File: src/rtl/jtag_master_shift_if.sv
// Host-side command interface of the JTAG shift engine.
// The host drives a command strobe with its operands and watches busy/done/dout.
interface jtag_master_shift_if #(
   parameter int unsigned MAX_LEN = 32
);
   logic               start;
   logic [1:0]         cmd;
   logic [5:0]         len;
   logic [MAX_LEN-1:0] din;
   logic [MAX_LEN-1:0] dout;
   logic               busy;
   logic               done;

   modport master (
      output start, cmd, len, din,
      input  dout, busy, done
   );

   modport slave (
      input  start, cmd, len, din,
      output dout, busy, done
   );
endinterface

File: src/rtl/jtag_master_shift.sv
// JTAG initiator: runs one host command (TAP reset, shift IR, shift DR or idle
// clocking) on TCK/TMS/TDI, captures TDO, and always leaves the TAP in
// Run-Test/Idle. TCK is derived from clk, CLK_DIV clk cycles per half period.
module jtag_master_shift #(
   parameter int unsigned MAX_LEN = 32,
   parameter int unsigned CLK_DIV = 2
) (
   input  logic                clk,
   input  logic                rst_n,
   jtag_master_shift_if.slave  host,
   output logic                tck,
   output logic                tms,
   output logic                tdi,
   input  logic                tdo
);

   // Period index must reach the longest state (MAX_LEN shift bits or 6 reset periods).
   localparam int unsigned IW = ($clog2(MAX_LEN + 1) > 3) ? $clog2(MAX_LEN + 1) : 3;
   localparam int unsigned BW = (MAX_LEN > 1) ? $clog2(MAX_LEN) : 1;
   localparam int unsigned DW = (CLK_DIV > 1) ? $clog2(CLK_DIV) : 1;

   localparam logic [1:0] CmdReset = 2'b00;
   localparam logic [1:0] CmdIr    = 2'b01;
   localparam logic [1:0] CmdDr    = 2'b10;
   localparam logic [1:0] CmdIdle  = 2'b11;

   typedef enum logic [2:0] {
      StIdle,
      StLoad,
      StHead,
      StShift,
      StTail,
      StFin
   } state_e;

   state_e             state_q, state_d;
   logic [DW-1:0]      div_q, div_d;
   logic               tck_q, tck_d;
   logic               tms_q, tms_d;
   logic               tdi_q, tdi_d;
   logic [IW-1:0]      idx_q, idx_d;
   logic [1:0]         cmd_q, cmd_d;
   logic [IW-1:0]      len_q, len_d;
   logic [MAX_LEN-1:0] din_q, din_d;
   logic [MAX_LEN-1:0] dout_q, dout_d;
   logic [IW-1:0]      idx_nxt;
   state_e             nxt_st;

   // Number of TCK periods spent in a sequencing state for the latched command.
   function automatic logic [IW-1:0] num_periods(state_e st, logic [1:0] c, logic [IW-1:0] l);
      logic [IW-1:0] n;
      n = '0;
      case (st)
         StHead: begin
            case (c)
               CmdReset: n = IW'(6);
               CmdIr:    n = IW'(4);
               CmdDr:    n = IW'(3);
               default:  n = l;
            endcase
         end
         StShift: n = l;
         StTail:  n = IW'(2);
         default: n = '0;
      endcase
      return n;
   endfunction

   // TMS value for period i of a sequencing state.
   function automatic logic seq_tms(state_e st, logic [1:0] c, logic [IW-1:0] l,
                                    logic [IW-1:0] i);
      logic t;
      t = 1'b0;
      case (st)
         StHead: begin
            case (c)
               CmdReset: t = (i < IW'(5));
               CmdIr:    t = (i < IW'(2));
               CmdDr:    t = (i == '0);
               default:  t = 1'b0;
            endcase
         end
         StShift: t = (i == l - IW'(1));
         StTail:  t = (i == '0);
         default: t = 1'b0;
      endcase
      return t;
   endfunction

   // State and datapath registers; reset parks the pins with TMS high.
   always_ff @(posedge clk or negedge rst_n) begin
      if (!rst_n) begin
         state_q <= StIdle;
         div_q   <= '0;
         tck_q   <= 1'b0;
         tms_q   <= 1'b1;
         tdi_q   <= 1'b0;
         idx_q   <= '0;
         cmd_q   <= '0;
         len_q   <= '0;
         din_q   <= '0;
         dout_q  <= '0;
      end else begin
         state_q <= state_d;
         div_q   <= div_d;
         tck_q   <= tck_d;
         tms_q   <= tms_d;
         tdi_q   <= tdi_d;
         idx_q   <= idx_d;
         cmd_q   <= cmd_d;
         len_q   <= len_d;
         din_q   <= din_d;
         dout_q  <= dout_d;
      end
   end

   // Next-state logic: TCK phase counting, TMS/TDI sequencing and TDO capture.
   always_comb begin
      state_d = state_q;
      div_d   = div_q;
      tck_d   = tck_q;
      tms_d   = tms_q;
      tdi_d   = tdi_q;
      idx_d   = idx_q;
      cmd_d   = cmd_q;
      len_d   = len_q;
      din_d   = din_q;
      dout_d  = dout_q;
      idx_nxt = idx_q + IW'(1);
      nxt_st  = StFin;

      unique case (state_q)
         StIdle: begin
            tck_d = 1'b0;
            tdi_d = 1'b0;
            if (host.start) begin
               cmd_d   = host.cmd;
               len_d   = ({26'd0, host.len} > MAX_LEN) ? IW'(MAX_LEN) : IW'(host.len);
               din_d   = host.din;
               dout_d  = '0;
               state_d = StLoad;
            end
         end

         StLoad: begin
            div_d = '0;
            idx_d = '0;
            tck_d = 1'b0;
            tdi_d = 1'b0;
            // Zero-length shift or idle produces no TCK at all.
            if (cmd_q != CmdReset && len_q == '0) begin
               state_d = StFin;
               tms_d   = 1'b0;
            end else begin
               state_d = StHead;
               tms_d   = seq_tms(StHead, cmd_q, len_q, '0);
            end
         end

         StHead, StShift, StTail: begin
            if (div_q != DW'(CLK_DIV - 1)) begin
               div_d = div_q + DW'(1);
            end else begin
               div_d = '0;
               if (!tck_q) begin
                  // Rising TCK: target output is stable, capture it.
                  tck_d = 1'b1;
                  if (state_q == StShift) begin
                     dout_d[idx_q[BW-1:0]] = tdo;
                  end
               end else begin
                  // Falling TCK: the only point where TMS/TDI may move.
                  tck_d = 1'b0;
                  if (idx_nxt < num_periods(state_q, cmd_q, len_q)) begin
                     idx_d = idx_nxt;
                     tms_d = seq_tms(state_q, cmd_q, len_q, idx_nxt);
                     tdi_d = (state_q == StShift) ? din_q[idx_nxt[BW-1:0]] : 1'b0;
                  end else begin
                     case (state_q)
                        StHead:  nxt_st = (cmd_q == CmdIr || cmd_q == CmdDr) ? StShift : StFin;
                        StShift: nxt_st = StTail;
                        default: nxt_st = StFin;
                     endcase
                     idx_d   = '0;
                     state_d = nxt_st;
                     tms_d   = (nxt_st == StFin) ? 1'b0 : seq_tms(nxt_st, cmd_q, len_q, '0);
                     tdi_d   = (nxt_st == StShift) ? din_q[0] : 1'b0;
                  end
               end
            end
         end

         StFin: begin
            tck_d   = 1'b0;
            tms_d   = 1'b0;
            tdi_d   = 1'b0;
            state_d = StIdle;
         end

         default: begin
            state_d = StIdle;
         end
      endcase
   end

   assign tck       = tck_q;
   assign tms       = tms_q;
   assign tdi       = tdi_q;
   assign host.dout = dout_q;
   assign host.busy = (state_q == StLoad) || (state_q == StHead) ||
                      (state_q == StShift) || (state_q == StTail);
   assign host.done = (state_q == StFin);

endmodule

File: src/flat_wrapper.sv
// flat-port wrapper written by rule: the top's interface ports become plain ports
module jtag_master_shift_flat 
#(
   parameter int unsigned MAX_LEN = 32,
   parameter int unsigned CLK_DIV = 2
)
  (clk, rst_n, tck, tms, tdi, tdo, host_start, host_cmd, host_len, host_din, host_dout, host_busy, host_done);
  jtag_master_shift_if #(.MAX_LEN(MAX_LEN)) host_i ();
  input  logic clk;
  input  logic rst_n;
  output logic tck;
  output logic tms;
  output logic tdi;
  input  logic tdo;
  input wire logic [$bits(host_i.start)-1:0] host_start;
  input wire logic [$bits(host_i.cmd)-1:0] host_cmd;
  input wire logic [$bits(host_i.len)-1:0] host_len;
  input wire logic [$bits(host_i.din)-1:0] host_din;
  output wire logic [$bits(host_i.dout)-1:0] host_dout;
  output wire logic [$bits(host_i.busy)-1:0] host_busy;
  output wire logic [$bits(host_i.done)-1:0] host_done;
  assign host_i.start = host_start;
  assign host_i.cmd = host_cmd;
  assign host_i.len = host_len;
  assign host_i.din = host_din;
  assign host_dout = host_i.dout;
  assign host_busy = host_i.busy;
  assign host_done = host_i.done;
  jtag_master_shift #(.MAX_LEN(MAX_LEN), .CLK_DIV(CLK_DIV)) u_core (.clk(clk), .rst_n(rst_n), .host(host_i), .tck(tck), .tms(tms), .tdi(tdi), .tdo(tdo));
endmodule
File: config.mk
export PLATFORM = sky130hd
export DESIGN_NAME = jtag_master_shift_flat
export DESIGN_NICKNAME = d
export VERILOG_FILES = /design/src/rtl/jtag_master_shift_if.sv /design/src/rtl/jtag_master_shift.sv /design/src/flat_wrapper.sv
export SDC_FILE = /design/constraint.sdc
export NUM_CORES = 1
export LEC_CHECK = 0
export CORE_AREA = 2 2 87 131
export DETAILED_ROUTE_END_ITERATION = 7
export DIE_AREA = 0 0 89 133
export PLACE_DENSITY = 0.73
export SLEW_MARGIN = 40
export SYNTH_ARGS = -nofsm -noshare
export SYNTH_HDL_FRONTEND = slang
export SYNTH_SLANG_ARGS = --single-unit
export TNS_END_PERCENT = 1
File: constraint.sdc
create_clock -name clk -period 4.8 [get_ports clk]
set_input_delay 0.48 -clock clk [delete_from_list [all_inputs] [get_ports clk]]
set_output_delay 0.48 -clock clk [all_outputs]
set_load 0.05 [all_outputs]
Word-level counts from Yosys, hierarchy flattened
Index checks and enable logic that the tools add are counted.
Cells by class
  $add $sub $neg: 3
  $lt $le $gt $ge: 7
  equal/unequal tests: 18
  mux-type cells: 53
  reduce and logical (&&, ||, !) cells: 26
Operators by type and width (number)
  2-to-1 mux 32 bit: 4
  case mux 32 bit (2 select lines): 1
  2-to-1 mux 6 bit: 7
  case mux 6 bit (3 select lines): 2
  bitwise mux 32 bit: 1
  2-to-1 mux 3 bit: 10
  logical NOT 6 bit: 3
  2-to-1 mux 1 bit: 16
  == test 3 x 2 -> 1 bit (second input constant): 4
  == test 3 bit (second input constant): 4
  less-than comparator 5 x 6 -> 1 bit (second input constant): 2
  case mux 1 bit (3 select lines): 4
  case mux 6 bit (2 select lines): 1
  case mux 3 bit (3 select lines): 1
  AND reduction 3 bit: 3
  OR reduction 3 bit: 3
  nonzero test 2 bit: 4
  adder 6 x 1 -> 6 bit (second input constant): 1
  == test 6 bit: 1
  > comparator 6 bit (second input constant): 1
  less-than comparator 6 x 2 -> 1 bit (second input constant): 1
  less-than comparator 6 x 3 -> 1 bit (second input constant): 1
  less-than comparator 6 bit: 1
  != test 2 x 1 -> 1 bit (second input constant): 3
  other kinds (19): 28
Word-level totals
  bits in registers: 85
  input bits: 44
  output and inout bits: 37
  word-level logic and storage cells: 117

Logic depth before layout (Yosys ltp)
  word-level depth: 18
  gate-level depth with buffers: 11
  mapped depth without buffers: 11

Least setup slack after synthesis
No wires, ideal clock.
  path type: register to register
  start: reg u_core.cmd_q[0]
  end: reg u_core.tdi_q, in the netlist u_core.tdi
  setup time: 0.133 ns
  arrival: 2.423 ns
  data required time: 4.667 ns
  path slack: 2.244 ns
  stages on the path, launching flop included: 11
  buffers on the path: 0
  clock period less this slack: 2.556 ns
  cells stage by stage: dfrtp_1 ha_1 nor2_1 mux2i_1 o22a_1 ha_1 a2111oi_2 o221ai_1 a31o_2 a41oi_1 o41ai_2
On the way
  longest elaborated chain between the ends: 14
  elaborated cells on any way between the ends: 22
  those cells by class: order compare (1); eq/ne (3); mux (16); reduce/logical (2)
Ends and longest elaborated chain
  from (decl): RTL line jtag_master_shift.sv:42  | logic [1:0] cmd_q, cmd_d;
  from (signal assigned): RTL line jtag_master_shift.sv:110  | cmd_q <= cmd_d;
  branches (longest 10 deep; another with less-than comparator 6 bit)
  2-to-1 mux 1 bit *: RTL line jtag_master_shift.sv:174  | if (idx_nxt < num_periods(state_q, cmd_q, len_q)) begin
  2-to-1 mux 1 bit *: RTL line jtag_master_shift.sv:165  | if (!tck_q) begin
  2-to-1 mux 1 bit *: RTL line jtag_master_shift.sv:161  | if (div_q != DW'(CLK_DIV - 1)) begin
  case mux 1 bit (2 select lines) *: RTL line jtag_master_shift.sv:132  | unique case (state_q)
  to (signal assigned): RTL line jtag_master_shift.sv:108  | tdi_q <= tdi_d;
  to (decl): RTL line jtag_master_shift.sv:40  | logic tdi_q, tdi_d;
Every way passes the cells marked *. The select of a mux whose other input is x is not followed.
A chain may end at the register's enable or synchronous reset.

Worst setup path after layout
  start: reg u_core.idx_q[0]
  end: reg u_core.tdi_q, in the netlist u_core.tdi
On the way
  longest elaborated chain between the ends: 8
  elaborated cells on any way between the ends: 9
  those cells by class: add/sub (1); order compare (1); mux (7)
Ends and longest elaborated chain
  from (decl): RTL line jtag_master_shift.sv:41  | logic [IW-1:0] idx_q, idx_d;
  from (signal assigned): RTL line jtag_master_shift.sv:109  | idx_q <= idx_d;
  adder 6 x 1 -> 6 bit *: RTL line jtag_master_shift.sv:129  | idx_nxt = idx_q + IW'(1);
  binary-select mux 1 bit (select 5 bit): RTL line jtag_master_shift.sv:177  | tdi_d = (state_q == StShift) ? din_q[idx_nxt[BW-1:0]] : 1'b0;
  2-to-1 mux 1 bit (not written as such): RTL line jtag_master_shift.sv:177
  2-to-1 mux 1 bit: RTL line jtag_master_shift.sv:177
  2-to-1 mux 1 bit *: RTL line jtag_master_shift.sv:174
  2-to-1 mux 1 bit *: RTL line jtag_master_shift.sv:165
  2-to-1 mux 1 bit *: RTL line jtag_master_shift.sv:161
  case mux 1 bit (2 select lines) *: RTL line jtag_master_shift.sv:132
Mark *: on every way between the ends. The rest lies on a longest branch, timed or not. The select of a mux whose other input is x is not followed.

==> impl_results.md <==
- Clk buf depth: 2
- Die W: 89 um
- Final period utilization: 67.57%
- Post-CTS sizing: 0
- Synth warnings: 0
- DR pass1 iterations: 5
- DR WL/cell: 16.63 um
- Number of global-route vias before repair: 3967
- Routed wire length: 11720 um
- Antenna Nets Post-Route: 0
- Final Power: 3353 uW
- Cell taking the most area after synthesis: dfrtp_1
- Clock share of power: 26.9%
- Post-CTS Hold Buffers: 0
- Worst setup EP type: flop
- Mapped Avg Cell Area: 9.643 um2
- Internal power: 2083 uW
- Count leader, synth: nand2_1
- CTS clk-pin slew, worst paths: 0.06 ns
- Diode count: 0
- Worst skew pair latency: 0.34 ns
- Clock sink total: 85
- Worst-case clock skew: 0.005044 ns
- Combinational share of power: 39.4%
- DR DRC count: 0
- Worst reg2reg path depth: 8
- Max cap viols: 0
- Synth unique cells: 58
- Worst path most repeated cell: ha_1
- Congestion Overflow GR: 0
- Area grow syn2layout: 26.29%
- Post-route insts no fill: 705
- Post-Synthesis Cells: 492
- Core ar.: 10820 um2
- Worst-Margin Slew: 0.7820 ns
- Net Count, Synth: 551
- Pin count of the biggest net entering global routing: 86
- Top cell type's share of synthesized area: 44.30%
- CP Cell Sequence: inv_1, ha_1, ha_1, a2111oi_2, o221ai_1, a31o_2, a41oi_1, o41ai_2
- CP Max Fanout: 19
- DIE AREA: 11840 um2
- EDFF count, synth: 0
- Post-synthesis register bit count: 85
- Nets: 612
- # port buffers: 80
- Setup TNS: 0 ns
- Leading post-synthesis cells by cell area: dfrtp_1, nand2_1, a32o_1
- Startpoint Class: flop
- Slew Limit Fails: 0
- I/O pin cnt: 81
- Max IR drop VDD: 387.6 uV
- Hold Crit Class: in -> async
- Placed cells: 689
- PwrDens: 559.5 nW/um2
- FF-to-FF End: u_core.tdi$_DFFE_PN0P_
- CP max stage delay: 0.85 ns
- All-layer global routing usage: 21.24%
- H-tree levels: 3
- FP Rows: 47
- # setup viols final: 0
- Psw: 1269 uW
- Via count: 3913
- CTS tree: built
- Max Clk Rate: 308.3 MHz
- Ys async rst share: 100.0%
- RSZ-0062 raised after global routing: no
- Leakage: 0.002629 uW
- Crit Path Class: reg -> reg
- Reg-to-reg startpoint: u_core.idx_q[0]$_DFFE_PN0P_
- Fin Hold WS: 0.1841 ns
- Slowest cell on crit path: dfrtp_1
- Top cells by instance count after synthesis: nand2_1, dfrtp_1, a32o_1, clkbuf_1, nor2_1
- Iteration-0 DRC Markers: 359
- Clk Tree Root Cell: clkbuf_16
- DR vias/cell: 5.550
- Period minus WS final: 3.243 ns
- Register area share after synthesis: 44.86%
- Status: completed
- Initial Utilization: 43.85%
- Die Y: 133 um
- Share of layout cells above drive strength 1: 7.348%
- Post-CTS Setup Inserts: 0
- CP Data Arrival Time: 3.46 ns
- Mapped Area: 4745 um2
- Sequential share of power: 33.7%
- Sw Share: 37.86%
- Final hold vios: 0
- Post-DP HPWL: 8206 um
- Dominant synthesized flop cell: dfrtp_1
- Max-slew headroom: 47.87%
- First-pass GRT wire length: 19420 um
- CP required: 5.02 ns
- Total CTS buffers: 9
- Reg-to-reg setup timing slack: 1.56 ns
- Routability cong.: 0.8815
- Initial antenna violation count: 0
-- sequential cells by signal, indices dropped and copies added (netlist names) --
name              count
u_core.tms            1
u_core.idx_q          6
u_core.tdi            1
u_core.len_q          6
u_core.host.dout     32
u_core.cmd_q          2
u_core.state_q        3
u_core.tck            1
u_core.din_q         32
u_core.div_q          1
-- cells by family (layout without fill, tap and decap cells) --
kind of cell               after synthesis  in the layout  share of synthesized area (%)
muxes                                   13             13                          6.013
buffers and inverters                   44            110                          4.852
DFF                                     85             85                          44.86
and+or+nand+nor                        232            232                          21.97
xor gates and xnor gates                12             12                          2.373
adders and majority gates               15             15                          3.956
AOI/OAI and AO/OA                       91             91                          15.98
-- power by group through the flow --
stage / combinational (uW) / sequential (uW) / clock [uW]
global route: 1470 / 1160 / 938
detailed placement: 1320 / 1140 / 0
finish: 1320 / 1130 / 902
floorplan: 1050 / 1070 / 0
global placement: 1270 / 1130 / 0
CTS: 1330 / 1130 / 911
-- worst max path at each step --
stage | from | to | cells past startpoint
floorplan | u_core.cmd_q[0]$_DFFE_PN0P_ | u_core.tdi$_DFFE_PN0P_ | 10
global placement | u_core.idx_q[0]$_DFFE_PN0P_ | u_core.tdi$_DFFE_PN0P_ | 8
detailed placement | u_core.idx_q[0]$_DFFE_PN0P_ | u_core.tdi$_DFFE_PN0P_ | 8
CTS | u_core.idx_q[0]$_DFFE_PN0P_ | u_core.tdi$_DFFE_PN0P_ | 8
global route | u_core.idx_q[0]$_DFFE_PN0P_ | u_core.tdi$_DFFE_PN0P_ | 8
finish | u_core.idx_q[0]$_DFFE_PN0P_ | u_core.tdi$_DFFE_PN0P_ | 8
-- layout make-up --
class	instances	area, um2
Multi-Input combinational cell	363	2412
Sequential cell	85	2128
Clock inverter	6	158.9
Tap cell	147	183.9
Inverter	9	33.78
Clock buffer	10	229.0
Timing Repair Buffer	85	845.8
Fill cell	972	4828
-- placed cells by master (no fill, tap or decap), types with 3 or more instances in the layout --
cell type	count
nor3b_1	3
clkdlybuf4s50_1	79
nor2_1	16
xor2_1	4
nor3b_2	3
nand2b_1	5
a21o_1	3
inv_1	9
nand2_1	161
bufinv_16	5
o2111a_1	4
ha_1	15
xnor2_1	7
dfrtp_1	84
and2_1	6
buf_4	4
nor3_1	5
nand3b_1	8
a21oi_1	10
nor2b_1	5
and3b_1	3
mux2i_1	3
nand3_1	6
clkbuf_16	9
a31oi_1	4
a32o_1	32
o31ai_1	3
mux4_1	8
o21ai_0	12
-- per-stage QoR --
stage               instance area (um2)  utilization [%]  worst slack [ns]
CTS                                5969            55.17             1.530
detailed placement                 5582            51.58             1.555
floorplan                          4745                -             2.244
global route                       5992            55.38             1.382
finish                             5992            55.38             1.557
global placement                   5559            51.38             1.748
-- worst max-delay path, delay by kind of cell (launching register included) --
kind                     cells  cell delay (ns)
buffers and inverters        1             0.22
flip-flops                   1             0.85
AO/OA/AOI/OAI                5             1.22
adder cells (fa/ha/maj)      2             0.84
-- metal layers --
metal | share of wire (%) | global-route usage, % | vias up | wire (um)
met2 | 54 | 36.24 | 128 | 6323
li1 | - | - | 1863 | -
met5 | 0 | 0 | - | 0
met4 | 2.7 | 7.546 | 0 | 318
met3 | 3.8 | 4.741 | 26 | 448
met1 | 39 | 25.94 | 1896 | 4630
(Power assumes the default switching activity.)
==> patch, RTL diff (config.mk and constraints unchanged) <==
`din_q` and `dout_q` no longer have a reset.
--- a/src/rtl/jtag_master_shift.sv
+++ b/src/rtl/jtag_master_shift.sv
@@ -98,8 +98,6 @@
          idx_q   <= '0;
          cmd_q   <= '0;
          len_q   <= '0;
-         din_q   <= '0;
-         dout_q  <= '0;
       end else begin
          state_q <= state_d;
          div_q   <= div_d;
@@ -109,9 +107,12 @@
          idx_q   <= idx_d;
          cmd_q   <= cmd_d;
          len_q   <= len_d;
-         din_q   <= din_d;
-         dout_q  <= dout_d;
       end
+   end
+
+   always_ff @(posedge clk) begin
+      din_q  <= din_d;
+      dout_q <= dout_d;
    end
 
    // Next-state logic: TCK phase counting, TMS/TDI sequencing and TDO capture.
Behaviour: no difference found for any inputs over 10 cycles, from zero or initial values and one cycle with rst_n low; that may be too few to reach the edited logic, so the function may still have changed.
==> patch against the original RTL <==
- die area is the same
- core utilization shrank 0.84 points
- synthesized cell count shrank 8.7%
- synthesized area shrank 0.45%
- sequential power grew 12%
- sequential cell count is the same
- total power grew 13%
- via count shrank 7.4%
- setup slack gained 0.041 ns
- final area shrank 1.5%
- wire length shrank 13%
==> patch: results (changes against the original RTL) <==
The flow ran to the end, and the final reports show no timing, DRC or antenna violations. The logs give 256 (-29%) for the iteration-0 DRC count of the detailed router and 3.95 mm (-15%) for the total routed wire length on the met1 layer. The power attributed to combinational cells is 0.00186 W (+41%), and the clock tree cell share of total cell area is 4.90% (-1.6 points). The non-filler instance count after layout was 665 (-5.7%). The switching share of power is 42.7% (+4.8 points), and the detailed placer's ending HPWL is 7.38 mm (-10%). The met2 routed wirelength is 5.42 mm (-14%), and the largest stage delay on the critical path is 0.52 ns (-0.33 ns). The total leakage power was 2.18 nW (-17%). Ranked by instance count, the synthesized netlist is headed by 80 x sky130_fd_sc_hd__nand2_1, 64 x sky130_fd_sc_hd__edfxtp_1, 38 x sky130_fd_sc_hd__nand3_1.

The proportion of cell area occupied by multi-input gates is 35.5% (-4.8 points), and the via count of the first global-routing pass is 3616 (-8.8%). The non-clock buffer area fraction after layout was 13.9% (-0.21 points); the fill cell total of the finished layout was 975 (+0.31%). Worst-path cell with the longest stage delay: sky130_fd_sc_hd__ha_1.

For the worst endpoint data arrival time, the log shows 3.47 ns (about the same). The proportion of layout cells with a drive suffix above 1 was 9.07% (+1.7 points). The count of plain and timing-repair buffers was 83 (-2.4%); the count of clock-net buffers in the final layout was 9 (-1).

The cell count after placement came out at 650 (-5.7%). Proportion of synthesized flip-flops having asynchronous set or reset: 24.7% (-75 points). The achievable frequency is 312 MHz (+1.3%), and the highest net fanout along the worst path is 15 (-4).
-- patch: cell types whose count changed after synthesis, moves of 5 or more --
cell | before | now
sky130_fd_sc_hd__nand2_1 | 161 | 80
sky130_fd_sc_hd__dfrtp_1 | 84 | 20
sky130_fd_sc_hd__edfxtp_1 | 0 | 64
sky130_fd_sc_hd__a32o_1 | 32 | 0
sky130_fd_sc_hd__nand3_1 | 6 | 38
sky130_fd_sc_hd__a21oi_1 | 10 | 33
sky130_fd_sc_hd__o21ai_1 | 0 | 10
sky130_fd_sc_hd__mux4_1 | 8 | 0
sky130_fd_sc_hd__mux2i_1 | 3 | 10
sky130_fd_sc_hd__mux4_2 | 2 | 8
sky130_fd_sc_hd__and2_1 | 6 | 1
sky130_fd_sc_hd__inv_1 | 9 | 14
-- patch: cells by family after synthesis --
family	count (synthesis)	synth area share [%]
and+or+nand+nor	185	19.6
DFF	85	51.8
AOI/OAI and AO/OA	83	10.7
buffers and inverters	46	4.24
muxes	19	6.17
adders and majority gates	16	4.24
xor gates and xnor gates	15	3.26
